===== config.mk =====
export PLATFORM = sky130hd
export DESIGN_NAME = adc_rx_deser
export DESIGN_NICKNAME = d
export VERILOG_FILES = /design/src/rtl/adc_rx_deser.sv
export SDC_FILE = /design/constraint.sdc
export NUM_CORES = 1
export LEC_CHECK = 0
export ABC_CLOCK_PERIOD_IN_PS = 5400
export CORE_MARGIN = 4
export CORE_UTILIZATION = 55
export DETAILED_ROUTE_END_ITERATION = 6
export HOLD_SLACK_MARGIN = 0.12
export PLACE_DENSITY = 0.88
export SYNTH_ARGS = -nofsm -noshare
export SYNTH_HDL_FRONTEND = slang
export SYNTH_SLANG_ARGS = --single-unit

===== constraint.sdc =====
create_clock -name clk -period 5.4 [get_ports clk]
set_input_delay 1.08 -clock clk [delete_from_list [all_inputs] [get_ports clk]]
set_output_delay 1.08 -clock clk [all_outputs]
set_load 0.02 [all_outputs]

===== src/rtl/adc_rx_deser.sv =====
// ADC receive deserialiser: samples DOUT on the FSM's sclk_n/cs_n strobes, builds frames and
// queues {channel, result} entries in a first-word-fall-through FIFO. Optional: ADC_RX_ZERO_CHECK_EN.
module adc_rx_deser #(
    parameter int PKG_SIZE    = 16,
    parameter int DATA_W      = 12,
    parameter int FIFO_DEPTH  = 4,
    parameter int SYNC_STAGES = 2
) (
    input  logic                          clk,
    input  logic                          rst,
    input  logic                          sclk_n,
    input  logic                          cs_n,
    input  logic                          from_device,
    input  logic [2:0]                    ch_sel,
    output logic [DATA_W-1:0]             dout_data,
    output logic [2:0]                    dout_ch,
    output logic                          dout_valid,
    input  logic                          dout_ready,
    output logic [$clog2(FIFO_DEPTH):0]   fifo_level,
    output logic                          ovf,
    output logic                          frm_err,
    input  logic                          err_clr
);
    localparam int PTR_W = $clog2(FIFO_DEPTH);
    localparam int LVL_W = PTR_W + 1;
    localparam int CNT_W = $clog2(PKG_SIZE + 1);

    typedef enum logic [1:0] {IDLE, SHIFT, DONE} state_e;
    typedef struct packed {
        logic [2:0]        ch;
        logic [DATA_W-1:0] data;
    } entry_t;

    logic [SYNC_STAGES-1:0] din_sync_q, sclk_sync_q, cs_sync_q;
    logic                   d_dout, d_sclk_n, d_cs_n;
    logic                   d_sclk_n_prev_q, d_cs_n_prev_q;
    logic                   sample_edge, frame_start, frame_end;

    state_e             state_q, state_d;
    logic [CNT_W-1:0]   cnt_q, cnt_d;
    logic [DATA_W-1:0]  shift_q, shift_d;
    logic [2:0]         ch_q, ch_d;
    logic               push_q, push_d;
    logic               bad_frame;
`ifdef ADC_RX_ZERO_CHECK_EN
    logic               upper_nz_q, upper_nz_d;
`endif

    entry_t             mem_q [FIFO_DEPTH];
    entry_t             head;
    logic [PTR_W-1:0]   wr_ptr_q, rd_ptr_q;
    logic [LVL_W-1:0]   level_q, level_d;
    logic               ovf_q, frm_err_q;
    logic               pop, full, wr_en, ovf_set;

    // Strobes ride through the same flop depth as DOUT so all three stay cycle-aligned.
    assign d_dout      = din_sync_q[SYNC_STAGES-1];
    assign d_sclk_n    = sclk_sync_q[SYNC_STAGES-1];
    assign d_cs_n      = cs_sync_q[SYNC_STAGES-1];
    assign sample_edge = d_sclk_n_prev_q & ~d_sclk_n;
    assign frame_start = d_cs_n_prev_q & ~d_cs_n;
    assign frame_end   = ~d_cs_n_prev_q & d_cs_n;

    // NOTE: every variable gets its default before the case so no path leaves a latch behind.
    always_comb begin
        state_d   = state_q;
        cnt_d     = cnt_q;
        shift_d   = shift_q;
        ch_d      = ch_q;
        push_d    = 1'b0;
        bad_frame = 1'b0;
`ifdef ADC_RX_ZERO_CHECK_EN
        upper_nz_d = upper_nz_q;
`endif
        case (state_q)
            IDLE: begin
                if (frame_start) begin
                    state_d = SHIFT;
                    cnt_d   = '0;
                    shift_d = '0;
                    ch_d    = ch_sel;
`ifdef ADC_RX_ZERO_CHECK_EN
                    upper_nz_d = 1'b0;
`endif
                end
            end
            SHIFT: begin
                if (sample_edge) begin
                    // Only DATA_W bits are kept; the upper frame bits fall off the top.
                    shift_d = {shift_q[DATA_W-2:0], d_dout};
                    cnt_d   = cnt_q + 1'b1;
`ifdef ADC_RX_ZERO_CHECK_EN
                    upper_nz_d = upper_nz_q | shift_q[DATA_W-1];
`endif
                    if (cnt_q == CNT_W'(PKG_SIZE - 1)) begin
                        state_d = frame_end ? IDLE : DONE;
`ifdef ADC_RX_ZERO_CHECK_EN
                        push_d    = ~upper_nz_d;
                        bad_frame = upper_nz_d;
`else
                        push_d    = 1'b1;
`endif
                    end else if (frame_end) begin
                        state_d   = IDLE;
                        bad_frame = 1'b1;
                    end
                end else if (frame_end) begin
                    state_d   = IDLE;
                    bad_frame = 1'b1;
                end
            end
            DONE: begin
                if (frame_end) state_d = IDLE;
            end
            default: state_d = IDLE;
        endcase
    end

    assign pop     = dout_valid & dout_ready;
    assign full    = (level_q == LVL_W'(FIFO_DEPTH));
    assign wr_en   = push_q & (~full | pop);
    assign ovf_set = push_q & full & ~pop;

    always_comb begin
        level_d = level_q;
        if (wr_en && !pop)      level_d = level_q + 1'b1;
        else if (!wr_en && pop) level_d = level_q - 1'b1;
    end

    // NOTE: state registers use non-blocking assignments so every flop samples pre-edge values.
    always_ff @(posedge clk) begin
        if (rst) begin
            din_sync_q      <= '0;
            sclk_sync_q     <= '0;
            cs_sync_q       <= '0;
            d_sclk_n_prev_q <= 1'b0;
            d_cs_n_prev_q   <= 1'b0;
            state_q         <= IDLE;
            cnt_q           <= '0;
            shift_q         <= '0;
            ch_q            <= '0;
            push_q          <= 1'b0;
`ifdef ADC_RX_ZERO_CHECK_EN
            upper_nz_q      <= 1'b0;
`endif
            wr_ptr_q        <= '0;
            rd_ptr_q        <= '0;
            level_q         <= '0;
            ovf_q           <= 1'b0;
            frm_err_q       <= 1'b0;
        end else begin
            din_sync_q      <= {din_sync_q[SYNC_STAGES-2:0], from_device};
            sclk_sync_q     <= {sclk_sync_q[SYNC_STAGES-2:0], sclk_n};
            cs_sync_q       <= {cs_sync_q[SYNC_STAGES-2:0], cs_n};
            d_sclk_n_prev_q <= d_sclk_n;
            d_cs_n_prev_q   <= d_cs_n;
            state_q         <= state_d;
            cnt_q           <= cnt_d;
            shift_q         <= shift_d;
            ch_q            <= ch_d;
            push_q          <= push_d;
`ifdef ADC_RX_ZERO_CHECK_EN
            upper_nz_q      <= upper_nz_d;
`endif
            if (wr_en) wr_ptr_q <= wr_ptr_q + 1'b1;
            if (pop)   rd_ptr_q <= rd_ptr_q + 1'b1;
            level_q         <= level_d;
            // Set wins over a simultaneous clear.
            ovf_q           <= ovf_set | (ovf_q & ~err_clr);
            frm_err_q       <= bad_frame | (frm_err_q & ~err_clr);
        end
    end

    // NOTE: storage is deliberately not reset; the level counter alone decides which slots are live.
    always_ff @(posedge clk) begin
        if (wr_en) mem_q[wr_ptr_q] <= '{ch: ch_q, data: shift_q};
    end

    assign head       = mem_q[rd_ptr_q];
    assign dout_valid = (level_q != '0);
    assign dout_data  = dout_valid ? head.data : '0;
    assign dout_ch    = dout_valid ? head.ch : '0;
    assign fifo_level = level_q;
    assign ovf        = ovf_q;
    assign frm_err    = frm_err_q;

endmodule


After elaboration in Yosys (flattened, before gate mapping)
Memory sizes are Yosys's and may differ from the RTL's. A register that Yosys moved wholly into a read port is not among the register bits.
Cells that the tools add are included.
Storage, ports and cells
  bits in registers: 40
  bits in writable memories: 60
  bits of input ports: 10
  output and inout port bits: 21
  logic and storage cells: 83
  memories kept: 1
Cells by class
  add/sub/neg operators: 5
  equal/unequal tests: 6
  mux-type cells: 25
  bitwise logic cells: 20
  reductions and logical operators: 11
Memory list
  mem_q: depth 4, width 15, rd ports 1, clocked after memory_dff 1, wr ports 1, line 49  | entry_t mem_q [FIFO_DEPTH];
Operators with widths (number)
  12-bit 2-to-1 mux: 3
  12-bit case mux with 2 select lines: 1
  2-bit 2-to-1 mux: 7
  5-bit 2-to-1 mux: 2
  5-bit case mux with 2 select lines: 1
  1-bit AND: 9
  3-bit 2-to-1 mux: 3
  1-bit inverter: 8
  1-bit 2-to-1 mux: 7
  2-bit case mux with 3 select lines: 1
  5-bit by 1-bit adder with 5-bit output (second input constant): 1
  5-bit by 4-bit equality test with 1-bit output (second input constant): 1
  2-bit by 1-bit adder with 2-bit output (second input constant): 2
  2-bit != test (second input constant): 2
  2-bit nonzero test: 2
  3-bit by 1-bit adder with 3-bit output (second input constant): 1
  3-bit equality test (second input constant): 1
  1-bit bitwise OR: 3
  3-bit AND reduction: 1
  3-bit nonzero test: 1
  3-bit OR reduction: 1
  3-bit by 1-bit subtractor with 3-bit output (second input constant): 1
  2-bit by 1-bit equality test with 1-bit output (second input constant): 1
  2-bit equality test (second input constant): 1
  other kinds (4): 6

Logic depth before layout (Yosys ltp)
Gate-level depths: netlist (run 1).
  depth in word-level cells: 8
  gate-level depth with buffers: 9
  mapped depth without buffers: 8

Least setup slack after synthesis (run 1)
Ideal clock, no wire load.
  path type: input-to-reg
  from: in dout_ready
  to: reg level_q[2], in the netlist fifo_level[2]
  arrival time: 2.559 ns
  data required time: 5.329 ns
  setup slack: 2.770 ns
  stages: 9
  path buffers: 1
  path through: nor4b_1 > nor2b_1 > buf_2 > ha_1 > inv_1 > fa_1 > xor2_1 > or3_1 > a21oi_1
Between the ends
  word-level cells in the longest chain between the ends: 6
  elaborated cells between the ends (all ways): 9
  classes of those cells: mux (1); bitwise (3); reduce/logical (5)
Ends and longest elaborated chain
  from (decl): line 18  | input logic dout_ready,
  1-bit AND (*): line 119  | assign pop = dout_valid & dout_ready;
  1-bit bitwise OR (*): line 121  | assign wr_en = push_q & (~full | pop);
  1-bit AND (*): line 121
  net wr_en: line 54  | logic pop, full, wr_en, ovf_set;
  1-bit logical NOT: line 127  | else if (!wr_en && pop) level_d = level_q - 1'b1;
  1-bit logical AND: line 127
  2-bit nonzero test (no source line)
  to (signal assigned): line 167  | level_q <= level_d;
  to (decl): line 52  | logic [LVL_W-1:0] level_q, level_d;
Mark *: on every way through the listed nets, which the timed path passes. The rest lies on a longest branch.
A chain may end at the register's enable or synchronous reset.

==> flow_summary.yaml, run 1 <==
outcome:
  status: "completed"
cts:
  cts-htree-levels: 3
  cts.sinks: 102
  insertion_delay_ns: 0.36
  cts_tree: "yes"
  clock-root-buffer: "clkbuf_8"
  ctsResizeCount: 0
  holdBufCountCts: 0
  cts_buffer_depth: 2
  cts_setup_buffers: 0
  numCtsBuffers: 9
  path_clk_slew_ns: 0.10
logic_synthesis:
  ys_warn_count: 0
  synth-seq-cells: 102
  async_flop_share_pct: 0
  syn_inst: 262
  synthDominantCellAreaShare_pct: 45.2
  yosysTopAreaCell: "edfxtp_1"
  synthDistinctLibCells: 38
  dominantRegCellSynth: "edfxtp_1"
  ys_seq_area_share_pct: 66.2
  synth_commonest_cells: "edfxtp_1 (60), dfxtp_1 (42), nor2b_1 (26)"
  synth_edf_count: 60
  synth_area_sq_um: 3990
  netlist_top_cells_area: "edfxtp_1 (45%), dfxtp_1 (21%), mux4_2 (8.5%)"
  syn_nets: 280
  synth_most_common_cell: "edfxtp_1"
  syn_avg_cell_area_sq_um: 15.2
timing:
  max_freq_ghz: 0.265
  hold_viol_final: 0
  tightest_slew_ns: 1.07
  finalMaxSlewViolations: 0
  setup_tns_ns: 0
  maxSlewHeadroom_pct: 28.0
  finClkSkew_ns: 0.0179
  finalCritPeriodShare_pct: 69.9
  setup_viol: 0
  grt_setup_unrepaired: "no"
  period_minus_slack_ns: 3.77
  hold_ws_ns: 0.449
worst_setup_path:
  r2r_end: "fifo_level[2]"
  reg2reg_depth: 8
  cp_max_fo: 15
  crit_path_end_kind: "output port"
  path_class: "reg2out"
  ff2ff_setup_slack_ns: 2.97
  cp-start-kind: "register"
  r2r_start: "fifo_level[0]"
  worstPathArrival_ns: 2.69
  worstPathRequired_ns: 4.32
  cp-endpoint: "dout_data[4]"
die:
  dieArea_sq_um: 8680
  die_w_um: 93.2
  initial_core_util_pct: 57.8
  core_sq_um: 6910
  rows: 30
  io_pins: 31
  dieHeight_um: 93.2
job:
  cap_violations: 0
cells_and_area:
  stdcell_area_sq_um: 4550
  drive_gt1_share_pct: 13.2
  synthToLayoutAreaGrowth_pct: 14.0
  fillCellCount: 480
  nNetsFinal: 309
  antenna_cells: 0
global_routing:
  overflow: 0
  grt_max_degree: 45
  gr-usage-all-layers_pct: 15.4
  antenna_found_initial: 0
  grt_pass1_vias: 2060
  grt_pass1_wl_mm: 10.3
power:
  power.density_nw_per_um2: 298
  p_leak_uw: 0.00154
  vdd_drop_max_mv: 0.170
placed_design:
  gp_congestion: 0.661
  io_buffer_count: 30
  place_hpwl_mm: 3.89
  placed_area_sq_um: 4330
detailed_routing:
  wl_mm: 6.05
  wl_per_cell_um: 15.4
  antenna_left: 0
  vias: 2097
  via_per_inst: 5.35
  dr.pass1.iters: 4
  drcViolationCount: 0
  drt_iter0_drc: 126
hold_path:
  hold_start: "cs_sync_q[0]"
  hp-class: "reg2reg"
==> worst max-delay path: stages (launching register included) <==
cell             delay [ns]
dfxtp_1                0.99
mux4_2                 0.62
nor2b_1                0.14
clkdlybuf4s50_1        0.58
==> state kept, by name, summed over array words and instances (netlist names), 2 cells and up, named ones only <==
name         flops
din_sync_q       2
sclk_sync_q      2
cnt_q            5
wr_ptr_q         2
fifo_level       3
rd_ptr_q         2
state_q          2
ch_q             3
shift_q         12
mem_q           60
cs_sync_q        2
==> cells in the final DEF (no fill, tap or decap), drive strengths merged, types with 2 or more instances in the layout <==
master,count
nand2,3
ha,7
inv,10
o21ai,4
a211oi,3
xor2,3
and2,4
o32ai,2
nand3b,2
or3,5
a21oi,7
or3b,2
nand3,2
mux2i,5
nor2b,26
nor2,11
mux4,15
clkdlybuf4s50,30
nor4b,2
bufinv,2
o22ai,10
or2b,2
o31ai,2
clkbuf,10
nand2b,14
dfxtp,42
edfxtp,60
==> worst min path at each step <==
stage,slack (ns),cells past startpoint,endpoint
after global placement,0.42,1,sclk_sync_q[1]
after global routing,0.46,1,cs_sync_q[1]
final,0.45,1,cs_sync_q[1]
after detailed placement,0.43,1,cs_sync_q[1]
after floorplan,0.41,1,cs_sync_q[1]
after CTS,0.45,1,cs_sync_q[1]
==> per-layer routing <==
layer | GRT usage (%) | share of wire, % | wire length, um
met5 | 0 | 0 | 0
met1 | 20.3 | 43 | 2620
met2 | 24.8 | 51 | 3080
met4 | 7.45 | 1.1 | 69
met3 | 2.74 | 4.5 | 274
==> cell type report <==
class | count | area (sq um) | share of cell area (%)
multi-input combinational | 139 | 1230 | 27.0
clock buffer | 10 | 128 | 2.81
timing repair buffer | 31 | 308 | 6.77
tap | 96 | 120 | 2.64
sequential | 102 | 2640 | 58.1
inverter | 8 | 30.0 | 0.660
clock inverter | 6 | 93.8 | 2.06
==> metrics by stage <==
stage	std cells	setup WS (ns)	total power [uW]	utilization, %
after CTS	392	1.53	1360	65.9
final	392	1.63	1350	65.9
after global routing	392	1.35	1400	65.9
after floorplan	262	2.77	849	-
after global placement	376	1.95	857	62.6
after detailed placement	376	1.89	857	62.6
==> kinds of logic after synthesis <==
group	Yosys count	share of synthesized area, %
mux	21	10.0
xor+xnor	3	0.659
simple gates	79	12.9
flops	102	66.2
fa+ha+maj	8	2.70
buf+inv	21	3.04
compound gates	28	4.52
==> power by group <==
group | switching [uW] | total (uW) | internal (uW)
registers | 2.07 | 819 | 817
clock network | 249 | 514 | 265
logic | 9.18 | 20.7 | 11.5
Note: power is estimated with default switching activity, not from simulation.
==> inputs of run 2 (changes only) <==
Settings changed: ABC_CLOCK_PERIOD_IN_PS 5400 to 3100, CORE_UTILIZATION 55 to 52, PLACE_DENSITY 0.88 to 0.87.
Clock period 5.4 ns to 3.1 ns, I/O delays scaled along.
==> run 2 against run 1 <==
Against the previous run:
- critical path type unchanged
- wire length up 2.9%
- first-iteration DRC count down 42%
- register-to-register slack worse by 2.1 ns
- sequential share of layout area down 0.99 points
- worst hold slack better by 0.0044 ns
- sequential power up 75%
- count of clock-buffer cells in the layout up 1
- cell count up 3.3%
==> flow_summary.yaml, run 2 (synthesis results as in run 1) <==
cts:
  cts_buffer_depth: 2
  numCtsBuffers: 9
  cts_tree: "yes"
  insertion_delay_ns: 0.35
  holdBufCountCts: 0
  ctsResizeCount: 0
  cts-htree-levels: 3
  clock-root-buffer: "clkbuf_8"
  cts.sinks: 102
  path_clk_slew_ns: 0.09
  cts_setup_buffers: 0
timing:
  grt_setup_unrepaired: "no"
  finalMaxSlewViolations: 0
  finalWorstSetupSlack_ns: 0.253
  setup_tns_ns: 0
  setup_viol: 0
  finalCritPeriodShare_pct: 91.8
  period_minus_slack_ns: 2.85
  hold_viol_final: 0
  max_freq_ghz: 0.351
  finClkSkew_ns: 0.0106
  tightest_slew_ns: 0.824
  maxSlewHeadroom_pct: 44.9
power:
  p_leak_uw: 0.00158
  vdd_drop_max_mv: 0.355
  power.density_nw_per_um2: 509
worst_setup_path:
  cp_cell_sequence: "buf_4 -> mux4_2 -> nor2b_1 -> clkdlybuf4s50_1"
  path_class: "reg2out"
  slowest_stage: "clkdlybuf4s50_1"
  critPathTopFamily: "buffers and inverters"
  worstPathRequired_ns: 2.48
  r2r_end: "fifo_level[2]"
  worstPathArrival_ns: 2.23
  crit_path_max_incr_delay_ns: 0.56
  cp_max_fo: 15
  cp-start-kind: "register"
  crit_path_end_kind: "output port"
  ff2ff_setup_slack_ns: 0.84
  reg2reg_depth: 7
  r2r_start: "fifo_level[0]"
  worst-path-buf-inv: 2
placed_design:
  io_buffer_count: 30
  gp_congestion: 0.725
  placed_area_sq_um: 4410
  place_hpwl_mm: 3.91
  dpl_worst_slack_ns: 0.356
cells_and_area:
  final_core_util_pct: 62.8
  max_flop_register: "mem_q"
  final_cell_mix: "edfxtp_1 (60), dfxtp_1 (42), clkdlybuf4s50_1 (30)"
  drive_gt1_share_pct: 15.7
  multiInputGateArea_sq_um: 1230
  synthToLayoutAreaGrowth_pct: 16.0
  fillCellCount: 531
  stdcell_area_sq_um: 4630
  nNetsFinal: 319
  antenna_cells: 0
  seq_area_sq_um: 2640
  final_common_cell: "edfxtp_1"
  biggestRegsByFlops: "mem_q x60, shift_q x12, cnt_q x5"
  largest_register_ffs: 60
hold_path:
  hold_path_depth: 1
  hold_start: "cs_sync_q[0]"
  min_to: "cs_sync_q[1]"
  hp-class: "reg2reg"
detailed_routing:
  vias: 2130
  dr.pass1.iters: 4
  drt_iter0_drc: 73
  wl_mm: 6.22
  drcViolationCount: 0
  via_per_inst: 5.26
  wl_per_cell_um: 15.4
  antenna_left: 0
die:
  dieArea_sq_um: 9140
  dieHeight_um: 95.6
  initial_core_util_pct: 54.1
  die_w_um: 95.6
  core_sq_um: 7370
  io_pins: 31
  rows: 31
global_routing:
  grt_pass1_wl_mm: 10.3
  antenna_found_initial: 0
  grt_max_degree: 27
  overflow: 0
  gr-usage-all-layers_pct: 15.1
  grt_pass1_vias: 2109
job:
  cap_violations: 0
outcome:
  status: "completed"
==> run 2: changes by cell type in the layout (fill, tap and decap cells not counted), sizes merged <==
cell / delta
clkinvlp: +1
clkbuf: +1
buf: +10
inv: -2
==> run 2: layout make-up <==
type / instances / share of cell area [%]
multi-input combinational: 139 / 26.6
timing repair buffer: 41 / 8.27
clock inverter: 5 / 1.81
clock buffer: 11 / 2.84
tap: 99 / 2.68
sequential: 102 / 57.1
inverter: 8 / 0.649
==> run 2: metal layers <==
layer  up-vias  part of all wire (%)  GRT usage, %
li1       1045                     -             -
met1      1035                    43          18.8
met2        37                    51          25.4
met3        13                   4.1          4.03
met4         0                   1.7          5.45
met5         -                     0             0
==> run 2: worst max-delay path by stage <==
stage                          endpoint  cells past startpoint          start  slack (ns)
after detailed placement  fifo_level[2]                      9     dout_ready        0.36
after CTS                    dout_ch[1]                      3  fifo_level[0]        0.05
final                      dout_data[0]                      4       register        0.25
after global placement    fifo_level[2]                      9     dout_ready        0.47
after floorplan           fifo_level[2]                      9  fifo_level[0]        0.93
after global routing         dout_ch[1]                      4       register        0.10
==> run 2: metrics by stage <==
stage               hold WS, ns  instances  power [uW]
finish                    0.453        405        2350
floorplan                 0.414        262        1480
detailed placement        0.438        389        1500
global placement          0.418        389        1490
CTS                       0.457        405        2370
global route              0.466        405        2430
==> run 2: power by group <==
part           switching (uW)  internal [uW]  leakage [uW]  total (uW)
sequential               3.67           1420      0.000940        1430
combinational            16.5           21.8      0.000545        38.2
clock                     432            457     0.0000998         888
total                     452           1900       0.00158        2350
==> inputs of run 3 (changes only) <==
Settings changed: TNS_END_PERCENT set to 20.
==> results of run 3 <==
Final layout, timing and power as in run 2 (identical DEF).
